--- config.mk ---
export PLATFORM = sky130hd
export DESIGN_NAME = reaction_timer
export DESIGN_NICKNAME = d
export VERILOG_FILES = /design/src/rtl/reaction_timer.sv
export SDC_FILE = /design/constraint.sdc
export NUM_CORES = 1
export LEC_CHECK = 0
export CAP_MARGIN = 40
export CORE_AREA = 3 3 97 99
export CTS_BUF_LIST = sky130_fd_sc_hd__clkbuf_4
export DETAILED_ROUTE_END_ITERATION = 10
export DIE_AREA = 0 0 100 102
export GPL_TIMING_DRIVEN = 0
export MAX_ROUTING_LAYER = met4
export PLACE_DENSITY_LB_ADDON = 0.12
export SLEW_MARGIN = 10
export SYNTH_ARGS = -nofsm -noshare
export SYNTH_HDL_FRONTEND = slang
export SYNTH_SLANG_ARGS = --single-unit
--- constraint.sdc ---
create_clock -name clk -period 5.1 [get_ports clk]
set_input_delay 1.02 -clock clk [delete_from_list [all_inputs] [get_ports clk]]
set_output_delay 1.02 -clock clk [all_outputs]
set_load 0.05 [all_outputs]
--- src/rtl/reaction_timer.sv ---
// reaction_timer: control stage of the reaction game.
// Latches the generator's value as a millisecond delay, waits it out, lights
// the target LED, then measures the player's response in milliseconds. A press
// before the LED is flagged as a false start.
// Optional feature: define REACTION_BEST_EN to add the best_ms output, which
// tracks the fastest completed round since reset.
module reaction_timer #(
    parameter int unsigned MS_DIV = 50000,
    parameter int unsigned MAX_MS = 9999
) (
    input  logic        clk,
    input  logic        reset_n,
    input  logic        start,
    input  logic        stop,
    input  logic [13:0] random,
    input  logic        rnd_ready,
    output logic        led,
    output logic [13:0] rt_ms,
    output logic        rt_valid,
    output logic        too_early,
`ifdef REACTION_BEST_EN
    output logic [13:0] best_ms,
`endif
    output logic        busy
);

    localparam int unsigned   PW         = (MS_DIV > 1) ? $clog2(MS_DIV) : 1;
    localparam logic [PW-1:0] PRESC_LAST = PW'(MS_DIV - 1);
    localparam logic [13:0]   MAX_CNT    = 14'(MAX_MS);

    typedef enum logic [2:0] {
        IDLE,
        WAIT_RND,
        DELAY,
        ARMED,
        DONE,
        EARLY
    } state_t;

    state_t        state_q;
    logic [PW-1:0] presc_q;
    logic [13:0]   cnt_q;
    logic          led_q;
    logic          rt_valid_q;
    logic          too_early_q;
    logic          busy_q;
    logic [13:0]   rt_ms_q;
`ifdef REACTION_BEST_EN
    logic [13:0]   best_q;
`endif

    logic          presc_wrap;
    logic          last_ms;
    logic [PW-1:0] presc_d;
    logic [13:0]   load_d;
    logic [13:0]   cnt_dec_d;
    logic [13:0]   cnt_inc_d;
    logic [13:0]   rt_d;

    // Prescaler wrap, counter next values and the result captured on stop
    always_comb begin
        presc_wrap = (presc_q == PRESC_LAST);
        presc_d    = presc_wrap ? '0 : presc_q + 1'b1;
        // A zero delay from the generator is run as one millisecond
        load_d     = (random == '0) ? 14'd1 : random;
        cnt_dec_d  = cnt_q - 14'd1;
        last_ms    = presc_wrap && (cnt_q <= 14'd1);
        cnt_inc_d  = (cnt_q >= MAX_CNT) ? MAX_CNT : cnt_q + 14'd1;
        // A stop landing on a wrap edge completes that millisecond
        rt_d       = presc_wrap ? cnt_inc_d : cnt_q;
    end

    // Round sequencing with registered outputs
    always_ff @(posedge clk or negedge reset_n) begin
        if (!reset_n) begin
            state_q     <= IDLE;
            presc_q     <= '0;
            cnt_q       <= '0;
            led_q       <= 1'b0;
            rt_valid_q  <= 1'b0;
            too_early_q <= 1'b0;
            busy_q      <= 1'b0;
            rt_ms_q     <= '0;
`ifdef REACTION_BEST_EN
            best_q      <= MAX_CNT;
`endif
        end else begin
            case (state_q)
                IDLE, DONE, EARLY: begin
                    if (start) begin
                        state_q     <= WAIT_RND;
                        busy_q      <= 1'b1;
                        rt_valid_q  <= 1'b0;
                        too_early_q <= 1'b0;
                    end
                end

                WAIT_RND: begin
                    if (stop) begin
                        state_q     <= EARLY;
                        busy_q      <= 1'b0;
                        too_early_q <= 1'b1;
                    end else if (rnd_ready) begin
                        state_q <= DELAY;
                        cnt_q   <= load_d;
                        presc_q <= '0;
                    end
                end

                DELAY: begin
                    if (stop) begin
                        // A press on the final decrement edge still counts as early
                        state_q     <= EARLY;
                        busy_q      <= 1'b0;
                        too_early_q <= 1'b1;
                    end else if (last_ms) begin
                        state_q <= ARMED;
                        led_q   <= 1'b1;
                        cnt_q   <= '0;
                        presc_q <= '0;
                    end else begin
                        presc_q <= presc_d;
                        if (presc_wrap) begin
                            cnt_q <= cnt_dec_d;
                        end
                    end
                end

                ARMED: begin
                    if (stop) begin
                        state_q    <= DONE;
                        led_q      <= 1'b0;
                        busy_q     <= 1'b0;
                        rt_valid_q <= 1'b1;
                        rt_ms_q    <= rt_d;
`ifdef REACTION_BEST_EN
                        if (rt_d < best_q) begin
                            best_q <= rt_d;
                        end
`endif
                    end else begin
                        presc_q <= presc_d;
                        if (presc_wrap) begin
                            cnt_q <= cnt_inc_d;
                        end
                    end
                end

                default: begin
                    state_q <= IDLE;
                    led_q   <= 1'b0;
                    busy_q  <= 1'b0;
                end
            endcase
        end
    end

    assign led       = led_q;
    assign rt_ms     = rt_ms_q;
    assign rt_valid  = rt_valid_q;
    assign too_early = too_early_q;
    assign busy      = busy_q;
`ifdef REACTION_BEST_EN
    assign best_ms   = best_q;
`endif

endmodule

# ---- After elaboration in Yosys (flattened, before gate mapping)
# Index checks and enable logic that the tools add are counted.
dict set report classes {
  n_addsub 3
  multipliers 0
  div_mod_pow 0
  n_lt_le_gt_ge 2
  eq_ne 18
  n_shift 0
  n_mux 34
  bitwise 1
  reduce_logical 18
}
# op n
set ops {}
lappend ops {{$mux 14} 9}
lappend ops {{$mux 16} 6}
lappend ops {{$pmux 16 s3} 1}
lappend ops {{$pmux 14 s3} 1}
lappend ops {{$mux 3} 6}
lappend ops {{$add 16x1->16 const B} 1}
lappend ops {{$eq 16x16->1 const B} 1}
lappend ops {{$add 14x1->14 const B} 1}
lappend ops {{$ge 14x14->1 const B} 1}
lappend ops {{$le 14x1->1 const B} 1}
lappend ops {{$logic_not 14->1} 1}
lappend ops {{$ne 2x2->1 const B} 7}
lappend ops {{$sub 14x1->14 const B} 1}
lappend ops {{$pmux 3 s4} 1}
lappend ops {{$ne 3x3->1 const B} 3}
lappend ops {{$reduce_and 4->1} 2}
lappend ops {{$eq 3x2->1 const B} 2}
lappend ops {{$eq 3x3->1 const B} 2}
lappend ops {{$mux 1} 6}
lappend ops {{$pmux 1 s2} 3}
lappend ops {{$reduce_and 3->1} 2}
lappend ops {{$reduce_and 6->1} 1}
lappend ops {{$reduce_or 3->1} 2}
lappend ops {{$reduce_and 5->1} 1}
lappend ops {{other kinds (11)} 14}
dict set report word_totals {
  regBits 51
  latchBits 0
  ramBits 0
  rom_bits 0
  input_bits 19
  out_inout_bits 18
  elab_cells 84
  mem_count 0
}

# ---- Depth between registers and ports, before layout
dict set report logic_depth {
  ltp_word 5
  mapped_depth 9
}

# ---- Worst setup path before layout
# Ideal clock, no wire load.
dict set report synth_path {
  path_type {input-to-reg}
  start {input port rnd_ready}
  end {register cnt_q[11]}
  setup_time_ns 0.082
  arrival_time_ns 2.227
  path_slack_ns 2.791
  cell_stages 8
  n_path_buf 2
  path_cell_list {a21oi_1 -> nand2b_1 -> clkbuf_1 -> inv_1 -> nand2_1 -> clkbuf_1 -> o22ai_1 -> a31oi_1}
}
dict set report synth_between {
  elab_chain_cells 2
}
# element line
set synth_lines {}
lappend synth_lines {{start: declaration} 16} ;# input logic rnd_ready,
lappend synth_lines {{$ne 2x2->1 (no source line)} --}
lappend synth_lines {{$reduce_and 6->1 (no source line)} --}
lappend synth_lines {{end signal: assignment} 105} ;# cnt_q <= load_d;
lappend synth_lines {{end signal: assignment} 124} ;# cnt_q <= cnt_dec_d;
lappend synth_lines {{end signal: assignment} 144} ;# cnt_q <= cnt_inc_d;
lappend synth_lines {{end: declaration} 42} ;# logic [13:0] cnt_q;
# Every way passes these cells.
# A chain may end at the register's enable or synchronous reset.

# ---- Worst setup path in the final report
dict set report layout_path {
  start {input port stop}
  end {register cnt_q[1]}
}
dict set report layout_between {
  elab_chain_cells 2
}
# element line
set layout_lines {}
lappend layout_lines {{start: declaration} 14} ;# input logic stop,
lappend layout_lines {{$ne 2x2->1 (no source line)} --}
lappend layout_lines {{$reduce_and 6->1 (no source line) *} --}
# Mark *: on every way between the ends. The rest lies on a longest branch, timed or not.

==> impl_results.md <==
- Crit path top cell by count: a31oi_1
- HP Start: rt_ms[1]
- Worst Setup SP: stop
- Wire length per cell: between 15 and 20 um
- Max incr delay on CP: 0.57 ns
- Area of the multi-input gates: 1920 um^2
- Max Root-Sink Buffers: 2
- Power Internal: 1050 uW
- Hold WC Path Type: flip-flop to flip-flop
- Worst slew margin: 0.416
- Crit path max-delay family: buffers and inverters
- Setup crit end kind: flip-flop
- Antenna viol nets, final: 0
- Critical path data arrival time: 3.28 ns
- Chip height: slightly above 100 um
- Clock slew at reported path FFs: 0.15 ns
- Post-Layout Cell Count: 564
- Psw: 1130 uW
- Setup TNS: 0 ns
- Final period util: 0.583
- Die X: 100 um
- Status: completed
- Reg2reg setup slack: 2.30 ns
- Largest fanout on the critical path: 10
- Max cap viols: 0
- R2R Path End: cnt_q[13]
- DP Cell Count: 557
- Number of antenna violations at the first check in global routing: 0
- Area Growth Syn to Fin: 16.5%
- Drc violations: 0
- Ant diodes: 0
- Yosys reg bits: approximately 50
- Number of core rows: 34
- Clk_skew: 0.00646 ns
- GRT Residual Overflow: 0
- Cell Pwr Density: 552 nW/um^2
- Number of cells on the worst reg-to-reg path: 9
- Drt initial violations: 266
- Worst Path Required: 5.41 ns
- TritonCTS clock tree: yes
- Number of buffers and inverters on the critical path: 3
- Yosys warning total: 0
- CP Launch Type: input pin
- First-pass GRT wire length: approximately 17000 um
- Syn nets: 435
- Clk sink count: 51
- Post-synthesis sequential area ratio: 0.376
- Post-Syn Area per Cell: between 8 and 9 um^2
- Hpwl dp: 7870 um
- Mapped Area: 3400 um^2
- Clock root buffer: clkbuf_4
- Reg area: 1280 um^2
- Sequential share of power: 0.289
- Switching share of power: 0.518
- WL final: 10500 um
- Vias in the first global route: 3330
- Worst path slowest cell: a31oi_1
- CORE AREA: 8640 um^2
- VDD IR max: 0.289 mV
- CP Cell Sequence: clkdlybuf4s50_1 > nor2_1 > nand2b_1 > clkbuf_1 > a31oi_1 > buf_2 > o22ai_1 > a31oi_1
- Via count: 3417
- Total GRT Usage: 0.214
- Vias per cell: 6.06
- Clock power share: 0.086
- Number of setup buffers added after CTS: 0
- Final hold violation count: 0
- Die area: 10200 um^2
- TritonCTS buffer count: 5
- Leak: between 0.0015 and 0.002 uW
- Skew-Pair Late Insertion Delay: 0.37 ns
- Total power: 2180 uW
- RSZ-0062 raised after global routing: no
- FMAX: approximately 340 MHz
- Slew @ Worst Pin: 0.874 ns
- Largest net degree at the start of global routing: 28
- Final setup violating endpoints: 0
- CP Depth: 8
- Final Cell Area: 3960 um^2
- Syn Inst Count: 412
- Comb power frac: 0.625
- Hold WS: approximately 0.5 ns
- End point of the critical path: cnt_q[1]
- Port-buffer cells: 36
- Placed Area: around 4000 um^2
- Fillcell total: 876
- Worst r2r src: cnt_q[0]
- CTS Hold Buffers Added: 0
- Slew Limit Fails: 0
- Ys flop type: dfrtp_1
- GPL Wtd Cong: 0.993
- Layout cell share with drive strength beyond 1: 0.0680
- Final net count: 479
- Distinct cells, synth: approximately 60
- CTS resizes: 0
- DR pass1 iterations: 5
- Htree depth: 2
- Initial Util: 0.393
- Setup CP Type: input pin to flip-flop
- Async set-reset flop share out of synthesis: 1.00
- Minimum clock period after layout: 2.97 ns
- Io pins: 37
- EDFF count, synth: 0
layer usage:
metal / vias to the layer above / part of all wire / track usage
li1: 1629 / - / -
met1: 1638 / 0.43 / 0.276
met2: 128 / 0.48 / 0.349
met3: 22 / 0.064 / 0.0314
met4: 0 / 0.025 / 0.0705
met5: - / 0 / -
metrics by stage:
step	worst slack [ns]	utilization
5_1_grt	1.96	0.458
3_3_place_gp	1.37	0.451
4_1_cts	2.17	0.458
6_report	2.13	0.458
2_1_floorplan	2.79	-
3_5_place_dp	1.77	0.452
cells in the final DEF, fill, tap and decap left out, drive strengths merged, types with 3 or more instances in the layout:
cell / synthesis / routed
dfrtp: 51 / 51
o21ai: 43 / 43
nand2: 37 / 37
nor2: 35 / 35
clkdlybuf4s50: 0 / 35
clkbuf: 24 / 29
a21oi: 22 / 22
nand3: 20 / 20
nand4: 15 / 15
a31oi: 15 / 15
o22ai: 15 / 15
xor2: 13 / 13
nor3: 12 / 12
inv: 11 / 12
buf: 10 / 12
nor4: 8 / 8
xnor2: 7 / 7
and4: 7 / 7
and3: 6 / 6
nand2b: 5 / 5
o31a: 4 / 4
ha: 4 / 4
or2: 3 / 3
o31ai: 3 / 3
mux2: 3 / 3
o311ai: 3 / 3
synthesized netlist by cell type (3+ instances only):
cell      count  share of area
inv_1        11          0.012
dfrtp_1      51           0.38
nor2_1       35          0.039
or2_2         3         0.0055
clkbuf_1     24          0.027
xor2_1       13          0.034
o21ai_0      43          0.063
nor3_1       12          0.018
and4_1        7          0.018
buf_2         6         0.0088
a31oi_1      15          0.028
xnor2_1       7          0.018
nand3_1      20          0.029
nand2_1      37          0.041
o31ai_1       3         0.0066
o31a_1        4          0.010
nand4_1      15          0.028
nand2b_1      5         0.0092
a21oi_1      21          0.031
o22ai_1      15          0.028
ha_1          4          0.015
nor4_1        8          0.015
mux2_2        3         0.0099
and3_1        6          0.011
worst min-delay path by stage:
stage	end	slack, ns	cells past startpoint
after CTS	rt_ms[1]	0.50	2
after floorplan	presc_q[2]	0.48	1
after global placement	rt_ms[1]	0.47	2
after detailed placement	rt_ms[1]	0.47	2
final	rt_ms[1]	0.50	2
after global routing	rt_ms[1]	0.54	2
sequential cells by signal, indices dropped and copies added, names as in the netlist:
signal and cells:
presc_q 16, rt_valid 1, cnt_q 14, too_early 1, state_q 3, busy 1
led 1, rt_ms 14
power groups by stage:
| stage | registers, uW | logic (uW) | clock network (uW) |
|---|---|---|---|
| 2_1_floorplan | 863 | 718 | 0 |
| 3_3_place_gp | 640 | 1350 | 0 |
| 3_5_place_dp | 641 | 1350 | 0 |
| 4_1_cts | 632 | 1360 | 195 |
| 5_1_grt | 651 | 1490 | 213 |
| 6_report | 631 | 1370 | 188 |
worst register-to-register path, delay by kind of cell (launching register included):
kind                       cells  cell delay [ns]
DFF                            1             0.40
and+or+nand+nor                2             0.47
buffers and inverters          3             0.67
adders and majority gates      1             0.25
AOI/OAI and AO/OA              3             0.95
area by class of cell:
class / count / area share
multi-input cells: 316 / 0.486
flip-flops and latches: 51 / 0.323
repair buffers: 37 / 0.0949
plain buffers: 34 / 0.0389
well taps: 108 / 0.0342
inverters: 11 / 0.0104
clock buffers: 5 / 0.00949
clock inverters: 2 / 0.00316
logic make-up after synthesis:
logic type,synth area share
AO/OA/AOI/OAI,0.245
XOR/XNOR,0.0516
adder cells (fa/ha/maj),0.0147
buffers and inverters,0.0575
flip-flops,0.376
multiplexers,0.00995
AND/OR/NAND/NOR,0.245
Note: power is estimated with default switching activity, not from simulation.
